===== config.mk =====
export PLATFORM = sky130hd
export DESIGN_NAME = pong_game_ctrl_flat
export DESIGN_NICKNAME = d
export VERILOG_FILES = /design/src/rtl/pong_game_ctrl_if.sv /design/src/rtl/pong_game_ctrl.sv /design/src/flat_wrapper.sv
export SDC_FILE = /design/constraint.sdc
export NUM_CORES = 1
export LEC_CHECK = 0
export ABC_AREA = 0
export CORE_UTILIZATION = 54
export DETAILED_ROUTE_END_ITERATION = 6
export PLACE_DENSITY = 0.79
export REMOVE_ABC_BUFFERS = 1
export SLEW_MARGIN = 10
export SYNTH_ARGS = -nofsm -noshare
export SYNTH_HDL_FRONTEND = slang
export SYNTH_SLANG_ARGS = --single-unit
export TNS_END_PERCENT = 20

===== constraint.sdc =====
create_clock -name clk -period 2 [get_ports clk]
set_input_delay 0.2 -clock clk [delete_from_list [all_inputs] [get_ports clk]]
set_output_delay 0.2 -clock clk [all_outputs]
set_load 0.02 [all_outputs]

===== src/rtl/pong_game_ctrl_if.sv =====
// Signal bundle between the pong datapath/buttons and the game sequencing controller.
interface pong_game_ctrl_if;
    logic        start;
    logic        frame_tick;
    logic        hit;
    logic        miss;
    logic        ball_run;
    logic        ball_reset;
    logic        game_over;
    logic [1:0]  lives;
    logic [15:0] score;
    logic [2:0]  state;

    modport master (
        output start, frame_tick, hit, miss,
        input  ball_run, ball_reset, game_over, lives, score, state
    );

    modport slave (
        input  start, frame_tick, hit, miss,
        output ball_run, ball_reset, game_over, lives, score, state
    );
endinterface


===== src/rtl/pong_game_ctrl.sv =====
// Pong game sequencer: serve/play/pause/over FSM, BCD score and life counter.
// All outputs come straight from flops.
module pong_game_ctrl #(
    parameter int unsigned LIVES        = 3,
    parameter int unsigned SERVE_FRAMES = 60
) (
    input  logic              clk,
    input  logic              reset,
    pong_game_ctrl_if.slave   bus
);

    localparam int unsigned STATE_W = 3;
    localparam int unsigned LIVES_W = 2;
    localparam int unsigned SCORE_W = 16;
    localparam int unsigned CNT_W   = 8;

    localparam logic [2:0] ST_IDLE  = 3'd0;
    localparam logic [2:0] ST_SERVE = 3'd1;
    localparam logic [2:0] ST_PLAY  = 3'd2;
    localparam logic [2:0] ST_PAUSE = 3'd3;
    localparam logic [2:0] ST_OVER  = 3'd4;

    logic [STATE_W-1:0] state_q, state_d;
    logic [LIVES_W-1:0] lives_q, lives_d;
    logic [SCORE_W-1:0] score_q, score_d;
    logic [CNT_W-1:0]   cnt_q, cnt_d;
    logic               start_q, start_d;
    logic               ball_run_q, ball_run_d;
    logic               ball_reset_q, ball_reset_d;
    logic               game_over_q, game_over_d;
    logic               press;

    // Packed-BCD increment with per-digit carry, saturating at 9999.
    function automatic logic [SCORE_W-1:0] bcd_inc(input logic [SCORE_W-1:0] v);
        logic [SCORE_W-1:0] r;
        logic               carry;
        r     = v;
        carry = 1'b1;
        if (v != 16'h9999) begin
            for (int i = 0; i < 4; i++) begin
                if (carry) begin
                    if (r[i*4 +: 4] == 4'd9) begin
                        r[i*4 +: 4] = 4'd0;
                    end else begin
                        r[i*4 +: 4] = r[i*4 +: 4] + 4'd1;
                        carry       = 1'b0;
                    end
                end
            end
        end
        return r;
    endfunction

    assign press = bus.start & ~start_q;

    always_ff @(posedge clk or negedge reset) begin
        if (!reset) begin
            state_q      <= ST_IDLE;
            lives_q      <= '0;
            score_q      <= '0;
            cnt_q        <= '0;
            start_q      <= 1'b1;
            ball_run_q   <= 1'b0;
            ball_reset_q <= 1'b0;
            game_over_q  <= 1'b0;
        end else begin
            state_q      <= state_d;
            lives_q      <= lives_d;
            score_q      <= score_d;
            cnt_q        <= cnt_d;
            start_q      <= start_d;
            ball_run_q   <= ball_run_d;
            ball_reset_q <= ball_reset_d;
            game_over_q  <= game_over_d;
        end
    end

    always_comb begin
        state_d      = state_q;
        lives_d      = lives_q;
        score_d      = score_q;
        cnt_d        = cnt_q;
        start_d      = bus.start;
        ball_reset_d = 1'b0;

        case (state_q)
            ST_IDLE, ST_OVER: begin
                if (press) begin
                    score_d      = '0;
                    lives_d      = LIVES_W'(LIVES);
                    cnt_d        = '0;
                    ball_reset_d = 1'b1;
                    state_d      = ST_SERVE;
                end
            end
            ST_SERVE: begin
                if (bus.frame_tick) begin
                    if (cnt_q + CNT_W'(1) == CNT_W'(SERVE_FRAMES)) begin
                        cnt_d   = '0;
                        state_d = ST_PLAY;
                    end else begin
                        cnt_d = cnt_q + CNT_W'(1);
                    end
                end
            end
            ST_PLAY: begin
                // miss outranks hit, which outranks a pause press
                if (bus.miss) begin
                    if (lives_q > LIVES_W'(1)) begin
                        lives_d      = lives_q - LIVES_W'(1);
                        cnt_d        = '0;
                        ball_reset_d = 1'b1;
                        state_d      = ST_SERVE;
                    end else begin
                        lives_d = '0;
                        state_d = ST_OVER;
                    end
                end else if (bus.hit) begin
                    score_d = bcd_inc(score_q);
                end else if (press) begin
                    state_d = ST_PAUSE;
                end
            end
            ST_PAUSE: begin
                if (press) begin
                    state_d = ST_PLAY;
                end
            end
            default: begin
                cnt_d   = '0;
                state_d = ST_IDLE;
            end
        endcase

        ball_run_d  = (state_d == ST_PLAY);
        game_over_d = (state_d == ST_OVER);
    end

    assign bus.state      = state_q;
    assign bus.lives      = lives_q;
    assign bus.score      = score_q;
    assign bus.ball_run   = ball_run_q;
    assign bus.ball_reset = ball_reset_q;
    assign bus.game_over  = game_over_q;

endmodule


===== src/flat_wrapper.sv =====
// flat-port wrapper written by rule: the top's interface ports become plain ports
module pong_game_ctrl_flat 
#(
    parameter int unsigned LIVES        = 3,
    parameter int unsigned SERVE_FRAMES = 60
)
  (clk, reset, bus_start, bus_frame_tick, bus_hit, bus_miss, bus_ball_run, bus_ball_reset, bus_game_over, bus_lives, bus_score, bus_state);
  pong_game_ctrl_if bus_i ();
  input  logic clk;
  input  logic reset;
  input wire logic [$bits(bus_i.start)-1:0] bus_start;
  input wire logic [$bits(bus_i.frame_tick)-1:0] bus_frame_tick;
  input wire logic [$bits(bus_i.hit)-1:0] bus_hit;
  input wire logic [$bits(bus_i.miss)-1:0] bus_miss;
  output wire logic [$bits(bus_i.ball_run)-1:0] bus_ball_run;
  output wire logic [$bits(bus_i.ball_reset)-1:0] bus_ball_reset;
  output wire logic [$bits(bus_i.game_over)-1:0] bus_game_over;
  output wire logic [$bits(bus_i.lives)-1:0] bus_lives;
  output wire logic [$bits(bus_i.score)-1:0] bus_score;
  output wire logic [$bits(bus_i.state)-1:0] bus_state;
  assign bus_i.start = bus_start;
  assign bus_i.frame_tick = bus_frame_tick;
  assign bus_i.hit = bus_hit;
  assign bus_i.miss = bus_miss;
  assign bus_ball_run = bus_i.ball_run;
  assign bus_ball_reset = bus_i.ball_reset;
  assign bus_game_over = bus_i.game_over;
  assign bus_lives = bus_i.lives;
  assign bus_score = bus_i.score;
  assign bus_state = bus_i.state;
  pong_game_ctrl #(.LIVES(LIVES), .SERVE_FRAMES(SERVE_FRAMES)) u_core (.clk(clk), .reset(reset), .bus(bus_i));
endmodule

# Word level (Yosys, flattened, before mapping)
# Cells that the tools add are included.
# W data, S select, Z words.
[totals]
regBits = 33
latchBits = 0
mem_bits_rw = 0
romBits = 0
inputBits = 6
output_inout_bits = 24
n_memories = 0
[op_classes]
add_sub_neg = 6
n_mul = 0
div_mod_pow = 0
magnitude_cmp = 1
n_eq_ne = 22
n_shift = 0
mux = 52
n_bitwise = 3
n_reduce_logical = 9
[op_table]
columns = ["operator", "count"]
rows = [
  ["$mux W16", 4],
  ["$mux W8", 5],
  ["$pmux W16 S2", 1],
  ["$pmux W8 S4", 1],
  ["$mux W4", 7],
  ["$mux W3", 8],
  ["$mux W1", 20],
  ["$reduce_and A6 Y1", 3],
  ["$add A4 B1 Y4 const B", 4],
  ["$eq A4 B4 Y1 const B", 4],
  ["$ne A16 B16 Y1 const B", 1],
  ["$ne A2 B1 Y1 const B", 6],
  ["$pmux W3 S4", 1],
  ["$reduce_and A5 Y1", 2],
  ["$eq A3 B2 Y1 const B", 3],
  ["$add A8 B1 Y8 const B", 1],
  ["$eq A8 B6 Y1 const B", 1],
  ["$ne A2 B2 Y1 const B", 4],
  ["$eq A3 B3 Y1 const B", 2],
  ["$mux W2", 3],
  ["$pmux W2 S2", 1],
  ["$eq A3 B1 Y1 const B", 1],
  ["$logic_not A3 Y1", 1],
  ["$reduce_and A3 Y1", 1],
  ["7 further kinds", 8],
]

# Depth between registers and ports, before layout
[depth]
depth_word = 21
ltp_mapped = 7
ltp_nobuf = 6

# Least setup slack after synthesis
# No wires, ideal clock.
[synth_path]
kind = "register -> register"
start = "reg u_core.score_q[4], in the netlist u_core.bus.score[4]"
end = "reg u_core.score_q[15], in the netlist u_core.bus.score[15]"
setup_ns = 0.077
t_arrival_ns = 1.852
path_slack_ns = 0.070
stages_incl_launch_ff = 7
synth_period_minus_slack_ns = 1.930
cell_sequence = "dfrtp_1 > ha_1 > and3b_1 > clkbuf_1 > a41oi_4 > or4_1 > a21oi_1"
[synth_between]
elab_chain_len = 14
word_cells_on_any_way = 16
cone_classes = "eq/ne: 4; mux: 11; reduce/logical: 1"
[synth_lines]
columns = ["element", "line", "source"]
rows = [
  ["start: declaration", "pong_game_ctrl.sv:25", "logic [SCORE_W-1:0] score_q, score_d;"],
  ["start signal: assignment", "pong_game_ctrl.sv:69", "score_q <= score_d;"],
  ["$eq A4 B4 Y1", "pong_game_ctrl.sv:42", "if (r[i*4 +: 4] == 4'd9) begin"],
  ["$mux W1", "pong_game_ctrl.sv:42", ""],
  ["$mux W1", "pong_game_ctrl.sv:41", "if (carry) begin"],
  ["$mux W1", "pong_game_ctrl.sv:39", "if (v != 16'h9999) begin"],
  ["$mux W1", "pong_game_ctrl.sv:118", "end else if (bus.hit) begin"],
  ["$mux W1", "pong_game_ctrl.sv:108", "if (bus.miss) begin"],
  ["$mux W1", "pong_game_ctrl.sv:86", "case (state_q)"],
  ["$mux W1", "pong_game_ctrl.sv:41", ""],
  ["$mux W1", "pong_game_ctrl.sv:39", ""],
  ["$mux W1", "pong_game_ctrl.sv:118", ""],
  ["$mux W1", "pong_game_ctrl.sv:108", ""],
  ["$mux W1", "pong_game_ctrl.sv:86", ""],
  ["$ne A2 B1 Y1 (no source line)", "--", ""],
  ["$reduce_and A6 Y1 (no source line) (*)", "--", ""],
]
# Mark *: on every way between the ends. The rest lies on a longest branch, timed or not. The select of a mux whose other input is x is not followed.
# A chain may end at the register's enable or synchronous reset.

# Worst setup path in the final report
[layout_path]
start = "reg u_core.state_q[1], in the netlist u_core.bus.state[1]"
end = "reg u_core.ball_run_q, in the netlist u_core.bus.ball_run"
[layout_between]
elab_chain_len = 5
word_cells_on_any_way = 15
cone_classes = "eq/ne: 5; mux: 8; reduce/logical: 2"
[layout_lines]
columns = ["element", "line", "source"]
rows = [
  ["start: declaration", "pong_game_ctrl.sv:23", "logic [STATE_W-1:0] state_q, state_d;"],
  ["start signal: assignment", "pong_game_ctrl.sv:67", "state_q <= state_d;"],
  ["$mux W3", "pong_game_ctrl.sv:120", "end else if (press) begin"],
  ["$mux W3", "pong_game_ctrl.sv:118", ""],
  ["$mux W3", "pong_game_ctrl.sv:108", ""],
  ["$pmux W3 S4 (*)", "pong_game_ctrl.sv:86", ""],
  ["$eq A3 B2 Y1 (*)", "pong_game_ctrl.sv:135", "ball_run_d = (state_d == ST_PLAY);"],
  ["named net u_core.ball_run_d", "pong_game_ctrl.sv:28", "logic ball_run_q, ball_run_d;"],
  ["end signal: assignment", "pong_game_ctrl.sv:72", "ball_run_q <= ball_run_d;"],
  ["end: declaration", "pong_game_ctrl.sv:28", ""],
]
# Mark *: on every way through the listed nets, which the timed path passes. The rest lies on a longest branch.

==> qor.yml <==
run:
  cap_violations: 0
synthesis:
  ys_warn_count: 0
  netlist_instances: 210
  yosysSeqAreaShare_pct: 40.5
  synth_area_leaders: "dfrtp_1, ha_1, mux2_2"
  synth_flop_cell: "dfrtp_1"
  synth_top_cell_by_area: "dfrtp_1"
  synth_edf_count: 0
  synth.top_cells.by_count: "dfrtp_1, inv_1, nand2_1"
  yosysUniqueCellTypes: 50
  synth_most_common_cell: "dfrtp_1"
  syn_area_um2: 2040
  async_flop_share_pct: 100
  yosys.area.top_type_share_pct: 39.2
  avgSynthCellArea_um2: 9.72
  ys_ff_latch: 33
sta:
  setup_tns_ns: 0
  finClkSkew_ns: 0.00582
  drv_slew: 0
  tightestPinTransition_ns: 0.458
  setup_ws_ns: 0.0936
  hold_viol: 0
  slew_headroom_pct: 69.4
  finalSetupViolations: 0
  max_freq_mhz: 525
  rsz0062_at_grt: "false"
  finalCritPeriodShare_pct: 95.3
  fin_crit_ns: 1.91
clock_tree:
  cts_num_sinks: 33
  clkTransAtPathRegs_ns: 0.07
  cts_tree: "yes"
  clockBufferDepth: 2
  htreeDepth: 2
  cts_inserted_buffers: 5
  post_cts_resized: 0
  worstSkewPairLatency_ns: 0.29
  postCtsHoldBufs: 0
  root_buffer: "clkbuf_8"
  cts_setup_buffers: 0
finish:
  fin_nets: 270
  num_antenna_cells: 0
  finalInstanceArea_um2: 2580
  register_area_um2: 827
  fillers: 268
  utilization_pct: 74.3
  drive_gt1_share_pct: 15.6
  multi_input_area_um2: 1120
  syn2layout_area_growth_pct: 26.3
pwr:
  p_seq_share_pct: 44.4
  power_leakage_nw: 1.10
  power.internal_mw: 1.28
  power_frac_clock_pct: 25.8
  switchingPower_uw: 677
  p_per_area_nw_per_um2: 759
  fin_total_pwr_mw: 1.96
  pwr-share-comb_pct: 29.9
  vdd_drop_max_mv: 0.527
  swShare_pct: 34.6
routing:
  vias: 1870
  detail_route.first_pass.iterations: 4
  drt_iter0_markers: 139
  routed_wl_um: 4950
  ant_nets: 0
  viasPerCell: 6.19
  wl_per_cell_um: 16.4
  remaining_drc_errors: 0
placed_design:
  post-dp-hpwl_um: 3560
  place_ws_ns: -0.111
  placed_cell_area_um2: 2480
  place_congestion: 0.849
  io_buffers: 29
global_routing:
  antenna_found_initial: 0
  grt_pass1_vias: 1700
  grt.total_usage_pct: 26.0
  grt_max_degree: 34
  grt_pass1_wl_um: 8020
  grt_remaining_overflow: 0
die:
  rows: 21
  io_pins: 30
  fp.dieH_um: 63.5
  die-area_um2: 4030
  die_w_um: 63.5
  core_um2: 3470
  start_util_pct: 58.8
setup_path:
  critical_path_arrival_ns: 2.10
  critical_path_class: "register to register"
  required_ns: 2.19
  worstPathMaxFanout: 5
  start_kind: "register"
  end_kind: "register"
run_status:
  status: "finished clean"
hold_path:
  min_path_type: "input port to asynchronous set/reset pin"
kinds of logic (layout without fill, tap and decap cells):
family                   count (synthesis)  count (layout)  synth area share, %
XOR/XNOR                                 3               3                 1.29
adder cells (fa/ha/maj)                  9               9                 5.52
AND/OR/NAND/NOR                         72              72                 21.7
multiplexers                             8               8                 4.29
AO/OA/AOI/OAI                           60              60                 21.6
buffers and inverters                   25              71                 5.03
flip-flops                              33              33                 40.5
flip-flops by register name (all words and copies together), names as in the netlist:
register               count
u_core.bus.state           3
u_core.bus.lives           2
u_core.bus.ball_reset      1
u_core.start_q             1
u_core.cnt_q               8
u_core.bus.ball_run        1
u_core.bus.score          16
u_core.bus.game_over       1
metal layers:
metal / vias up / GRT usage, % / routed length [um]
met2: 64 / 40.2 / 2330
met3: 7 / 6.16 / 260
li1: 876 / - / -
met4: 0 / 9.09 / 76
met5: - / 0 / 0
met1: 923 / 35.5 / 2280
placed cells by master (no fill, tap or decap), types with 5 or more instances in the layout:
cell             Yosys  routed
nand3b_1             5       5
a211oi_1             6       6
buf_4                1      19
clkdlybuf4s50_1      0      29
a221oi_1             5       5
nor2_1               9       9
mux2_2               6       6
nand3_1              7       7
nand2_1             13      13
a21oi_1              8       8
ha_1                 9       9
and3_1               5       5
clkbuf_8             0       5
dfrtp_1             32      32
inv_1               15      15
o21ai_0             10      10
layout make-up:
type	instances	share of cell area [%]
multi-input combinational	152	43.3
sequential	33	32.1
inverter	15	2.18
timing repair buffer	48	16.8
clock buffer	5	2.67
clock inverter	3	0.680
tap	46	2.23
path summary, 6_finish.rpt:
check                                    start                    end  slack, ns  depth (start not counted)
min reg2reg                    u_core.cnt_q[6]        u_core.cnt_q[6]       0.52                          1
max in group asynchronous                reset         u_core.start_q       1.36                          2
max                        u_core.bus.state[1]    u_core.bus.ball_run       0.09                          5
max reg2reg                u_core.bus.state[1]    u_core.bus.ball_run       0.09                          5
min                                      reset  u_core.bus.ball_reset       0.32                          2
min in group clk                     bus_start         u_core.start_q       0.47                          2
per-stage QoR:
| stage | hold slack, ns | std cells |
|---|---|---|
| 3_5_place_dp | 0.517 | 294 |
| 6_report | 0.315 | 302 |
| 2_1_floorplan | -0.0956 | 200 |
| 4_1_cts | 0.332 | 302 |
| 5_1_grt | 0.363 | 302 |
| 3_3_place_gp | 0.501 | 294 |
power by group through the flow:
stage | registers, mW | clock network, mW | logic (mW)
final | 0.868 | 0.504 | 0.585
after global routing | 0.882 | 0.533 | 0.638
after CTS | 0.865 | 0.509 | 0.583
after detailed placement | 0.877 | 0 | 0.579
after global placement | 0.866 | 0 | 0.558
after floorplan | 0.921 | 0 | 0.262
critical path, stage by stage, from the launching register on:
cell,delay [ns]
dfrtp_1,0.39
buf_4,0.16
or4b_1,0.52
a221oi_1,0.44
a221oi_1,0.12
and3_1,0.17
No activity file was read; power rests on OpenSTA's default activity.
